File: config.mk
export PLATFORM = sky130hd
export DESIGN_NAME = sram_requester
export DESIGN_NICKNAME = d
export VERILOG_FILES = /design/src/rtl/sram_requester.sv
export SDC_FILE = /design/constraint.sdc
export NUM_CORES = 1
export LEC_CHECK = 0
export BUFFER_PORTS_ARGS = -buffer_cell sky130_fd_sc_hd__buf_2
export CAP_MARGIN = 30
export CORE_MARGIN = 1.5
export CORE_UTILIZATION = 50
export CTS_CLUSTER_DIAMETER = 30
export DETAILED_ROUTE_END_ITERATION = 12
export GPL_ROUTABILITY_DRIVEN = 0
export PLACE_DENSITY = 0.75
export SLEW_MARGIN = 20
export SYNTH_ARGS = -nofsm -noshare
export SYNTH_HDL_FRONTEND = slang
export SYNTH_SLANG_ARGS = --single-unit
File: constraint.sdc
create_clock -name clk -period 3.9 [get_ports clk]
set_input_delay 0.39 -clock clk [delete_from_list [all_inputs] [get_ports clk]]
set_output_delay 0.39 -clock clk [all_outputs]
set_load 0.02 [all_outputs]
File: src/rtl/sram_requester.sv
// Posted-write / blocking-read requester in front of a toggle-handshake
// SRAM controller: 2-deep write FIFO, one held read, ack-wait timeout.
module sram_requester #(
   parameter int unsigned TMO_CYCLES = 255
) (
   input  logic        clk,
   input  logic        reset,
   input  logic [23:0] cpu_addr,
   input  logic        cpu_bhe_n,
   input  logic [15:0] cpu_wdata,
   input  logic        cpu_rd,
   input  logic        cpu_wr,
   output logic        cpu_ready,
   output logic        cpu_rvalid,
   output logic [15:0] cpu_rdata,
   output logic        cmd_err,
   output logic        timeout,
   output logic [23:0] mem_addr,
   output logic        mem_bhe_n,
   output logic [15:0] mem_dout,
   input  logic [15:0] mem_din,
   output logic        req_rd,
   input  logic        ack_rd,
   output logic        req_wr,
   input  logic        ack_wr
);

   localparam logic [7:0] TMO = 8'(TMO_CYCLES);

   typedef enum logic [1:0] {IDLE, WR_WAIT, RD_HOLD, RD_WAIT} state_t;

   state_t      state;
   logic [23:0] f_addr [2];
   logic        f_bhe_n [2];
   logic [15:0] f_data [2];
   logic        wr_ptr;
   logic        rd_ptr;
   logic [1:0]  count;
   logic [23:0] rd_addr;
   logic        rd_bhe_n;
   logic        rd_held;
   logic [7:0]  wait_cnt;
   logic [7:0]  wait_nxt;

   logic push, rd_acc, wr_done, rd_done;
   logic can_issue, issue_wr, issue_rd, waiting;

   assign cpu_ready = !rd_held && (count < 2'd2);
   assign push      = cpu_ready && cpu_wr && !cpu_rd;
   assign rd_acc    = cpu_ready && cpu_rd && !cpu_wr;
   assign wr_done   = (state == WR_WAIT) && (ack_wr == req_wr);
   assign rd_done   = (state == RD_WAIT) && (ack_rd == req_rd);
   assign can_issue = (state == IDLE) || (state == RD_HOLD);
   // Queued writes always drain before any read is issued.
   assign issue_wr  = can_issue && (count != 2'd0);
   assign issue_rd  = can_issue && (count == 2'd0) && (rd_held || rd_acc);
   assign waiting   = ((state == WR_WAIT) && !wr_done) ||
                      ((state == RD_WAIT) && !rd_done);
   assign wait_nxt  = (wait_cnt == 8'hff) ? wait_cnt : wait_cnt + 8'd1;

   always_ff @(posedge clk) begin
      if (reset) begin
         state      <= IDLE;
         wr_ptr     <= 1'b0;
         rd_ptr     <= 1'b0;
         count      <= 2'd0;
         rd_addr    <= 24'd0;
         rd_bhe_n   <= 1'b1;
         rd_held    <= 1'b0;
         req_rd     <= 1'b0;
         req_wr     <= 1'b0;
         cpu_rvalid <= 1'b0;
         cpu_rdata  <= 16'd0;
         cmd_err    <= 1'b0;
         timeout    <= 1'b0;
         mem_addr   <= 24'd0;
         mem_bhe_n  <= 1'b1;
         mem_dout   <= 16'd0;
         wait_cnt   <= 8'd0;
      end else begin
         cpu_rvalid <= 1'b0;
         cmd_err    <= cpu_ready && cpu_rd && cpu_wr;

         if (push) begin
            f_addr[wr_ptr]  <= cpu_addr;
            f_bhe_n[wr_ptr] <= cpu_bhe_n;
            f_data[wr_ptr]  <= cpu_wdata;
            wr_ptr          <= ~wr_ptr;
         end
         if (wr_done) rd_ptr <= ~rd_ptr;
         count <= count + {1'b0, push} - {1'b0, wr_done};

         if (rd_acc) begin
            rd_addr  <= cpu_addr;
            rd_bhe_n <= cpu_bhe_n;
            rd_held  <= 1'b1;
         end else if (rd_done) begin
            rd_held  <= 1'b0;
         end

         if (issue_wr || issue_rd) begin
            wait_cnt <= 8'd0;
         end else if (waiting) begin
            wait_cnt <= wait_nxt;
            if (wait_nxt == TMO) timeout <= 1'b1;
         end

         unique case (state)
            IDLE, RD_HOLD: begin
               if (issue_wr) begin
                  mem_addr  <= f_addr[rd_ptr];
                  mem_bhe_n <= f_bhe_n[rd_ptr];
                  mem_dout  <= f_data[rd_ptr];
                  req_wr    <= ~req_wr;
                  state     <= WR_WAIT;
               end else if (issue_rd) begin
                  mem_addr  <= rd_held ? rd_addr : cpu_addr;
                  mem_bhe_n <= rd_held ? rd_bhe_n : cpu_bhe_n;
                  req_rd    <= ~req_rd;
                  state     <= RD_WAIT;
               end
            end
            WR_WAIT: begin
               if (wr_done)
                  state <= (rd_held || rd_acc) ? RD_HOLD : IDLE;
            end
            RD_WAIT: begin
               if (rd_done) begin
                  cpu_rdata  <= mem_din;
                  cpu_rvalid <= 1'b1;
                  state      <= IDLE;
               end
            end
            default: state <= IDLE;
         endcase
      end
   end

endmodule

==> summary.md <==
| Metric | Value |
|---|---|
| Status | `finished clean` |
| Largest net degree at the start of global routing | `100` |
| Skew final | `0.00772 ns` |
| Post-CTS setup buffers | `0` |
| Peak VDD IR | `0.000384 V` |
| Layout Nets | `826` |
| Dpl ws | `1.70 ns` |
| Final TNS setup | `0 ns` |
| RSZ-0062 raised after global routing | `false` |
| #FFs+latches synth | `185` |
| Clock latency on the worst-skew pair | `0.43 ns` |
| Critical path type | `reg -> reg` |
| Vias in the first global route | `4893` |
| Critical path required time | `3.96 ns` |
| Die outline height | `124 microns` |
| I/O Pins | `126` |
| Drt pass-1 iters | `5` |
| Worst Hold Depth | `1` |
| Core area | `14400 sq um` |
| Fmax | `453 MHz` |
| Gr ovfl total | `0` |
| EDFF count, synth | `82` |
| Aggregate routed wire length | `15.5 mm` |
| Final setup fails | `0` |
| CTS clk-pin slew, worst paths | `0.06 ns` |
| Via-to-Cell Ratio | `5.50` |
| Initial antenna violation count | `0` |
| Antenna diodes | `0` |
| Largest family of logic cells by synthesized area | `compound AO/OA/AOI/OAI gates` |
| Final routed DRC violation total | `0` |
| Max Slew Vio Count | `0` |
| Max-Cap Viols | `0` |
| Internal power | `3950 uW` |
| Minimum clock period after layout | `2.21 ns` |
| Most instantiated library cell after synthesis | `nand2_1` |
| GRT Util Overall | `20.6%` |
| Worst-margin pin slew | `0.923 ns` |
| Total CTS buffers | `17` |
| Post-CTS Resized | `0` |
| Clock sink count | `185` |
| Slew HR | `38.2%` |
| Cell Rows | `44` |
| Fill count | `1188` |
| Setup ws final | `1.69 ns` |
| Final ANT Viol Nets | `0` |
| Worst endpoint data arrival time | `2.27 ns` |
| Cells after Synth | `655` |
| Tcrit/Tclk final | `56.6%` |
| XOR/XNOR share of the synthesized area | `1.06%` |
| Layout cells sized above 1 | `22.4%` |
| Combinational power share | `30.1%` |
| Fin cells | `957` |
| Initial DRC Count | `349` |
| P&R area growth vs syn | `18.6%` |
| Post-synth top area share | `33.7%` |
| PortBufs | `125` |
| Net switching power | `2070 uW` |
| Sequential share of power | `43.2%` |
| Sequential area share after synthesis | `61.9%` |
| Total number of vias | `5263` |
| First-pass GRT wire length | `23.9 mm` |
| Leakage power total | `0.00321 uW` |
| Synth Area in Simple Gates | `12.5%` |
| Clock tree from TritonCTS | `done` |
| Net Count, Synth | `721` |
| Crit end category | `flip-flop` |
| Syn Std Cell Area | `7310 sq um` |
| Synth Area in Adders | `0.513%` |
| Hold_ws | `0.155 ns` |
| Compound-Gate Fraction of Synth Area | `15.2%` |
| Placed insts | `923` |
| YS warnings | `0` |
| Clk buf depth | `2` |
| Leading area contributor after synthesis | `edfxtp_1` |
| Largest cells by area after synthesis | `edfxtp_1 34%, dfxtp_1 28%, nand2_1 5.9%` |
| Initial core utilization | `50.7%` |
| Area of the die | `15400 sq um` |
| Syn Area/Cell | `11.2 sq um` |
| Main synth FF type | `dfxtp_1` |
| Final hold violation count | `0` |
| Root buf cell | `clkbuf_16` |
| Switching Fraction | `34.4%` |
| Post-DP HPWL | `9.77 mm` |
| Worst-path fanout max | `41` |
| Die Wd | `124 microns` |
| Cts hold-fix bufs | `0` |
| WL per Instance | `16.2 microns` |
| Synth top cells by count | `114 x nand2_1, 103 x dfxtp_1, 82 x edfxtp_1` |
| Hold Crit Class | `in -> reg` |
| Crit start category | `flip-flop` |
| PD cells | `695 nW/um^2` |
| Htree depth | `4` |
| Mux cell area share after synthesis | `5.75%` |
| Power share of the clock group | `26.7%` |
| Ys async rst share | `0%` |
| Yosys cell types | `48` |
| R2R cell count | `4` |
[sequential cells by signal, indices dropped and copies added, names as in the netlist, 2 cells and up, named ones only]
name and cells:
wait_cnt 8, state 2, rd_addr 24, mem_addr 24, count 2, cpu_rdata 16
f_data 32, f_addr 48, mem_dout 16, f_bhe_n 2
[through the flow]
stage               util [%]  power [uW]  instance area, sq um
finish                  60.1        6020                  8670
global route            60.1        6350                  8670
CTS                     59.8        6060                  8630
detailed placement      56.0        4440                  8070
global placement        55.7        4320                  8040
floorplan                  -        3870                  7320
[final cells by class]
cell class                 count  area (sq um)  share of cell area (%)
multi-input combinational    418          2600                    29.9
clock inverter                 6          65.1                   0.750
tap                          184           230                    2.66
timing repair buffer         135           751                    8.66
clock buffer                  26           489                    5.64
inverter                       3          11.3                   0.130
sequential                   185          4530                    52.2
[logic make-up (layout without fill, tap and decap cells)]
family / Yosys count / count (layout)
AOI/OAI and AO/OA: 163 / 163
xor gates and xnor gates: 8 / 8
adders and majority gates: 3 / 3
buffers and inverters: 52 / 170
DFF: 185 / 185
muxes: 42 / 42
and+or+nand+nor: 202 / 202
[placed cells by master (no fill, tap or decap), types with 2 or more instances in the layout]
cell,n
a2111oi_0,2
a211o_1,25
a211oi_1,44
a21oi_1,73
a311oi_1,2
and3_1,3
buf_2,124
buf_4,7
buf_8,2
clkbuf_1,6
clkbuf_16,17
clkbuf_8,3
clkinv_2,2
dfxtp_1,100
dfxtp_2,3
edfxtp_1,82
ha_1,3
inv_1,3
mux2i_1,42
nand2_1,114
nand3_1,4
nand3b_1,3
nor2_1,29
nor2b_1,27
nor3_1,8
o21ai_0,5
or3_1,2
xnor2_1,3
xor2_1,4
[worst paths after layout]
path	startpoint	end	slack, ns
worst max-delay path	rd_held$_SDFFE_PP0P_	f_data[1][2]$_DFFE_PP_	1.69
worst min-delay path	cpu_wdata[2]	f_data[0][2]$_DFFE_PP_	0.16
worst max register to register	rd_held$_SDFFE_PP0P_	f_data[1][2]$_DFFE_PP_	1.69
worst min register to register	rd_addr[12]$_SDFFE_PP0P_	rd_addr[12]$_SDFFE_PP0P_	0.45
[power by group through the flow]
stage / clock network, uW / registers (uW) / logic, uW
finish: 1610 / 2600 / 1810
global placement: 0 / 2620 / 1690
detailed placement: 0 / 2640 / 1800
global route: 1710 / 2640 / 1990
floorplan: 0 / 2730 / 1150
CTS: 1640 / 2600 / 1810
[routing by layer]
layer,part of all wire (%),track usage (%),up-vias
met5,0,0,-
met4,1.7,7.95,0
met3,5.6,4.58,21
met2,50,35.6,153
met1,42,25.1,2523
li1,-,-,2566
[worst max-delay path, cell delays in order, from the launching register on]
cell and delay (ns):
dfxtp_2 0.46, nor2_1 0.29, nand3b_1 0.32, nor3b_4 0.25
buf_4 0.50
Power figures use the tool's default switching activity.
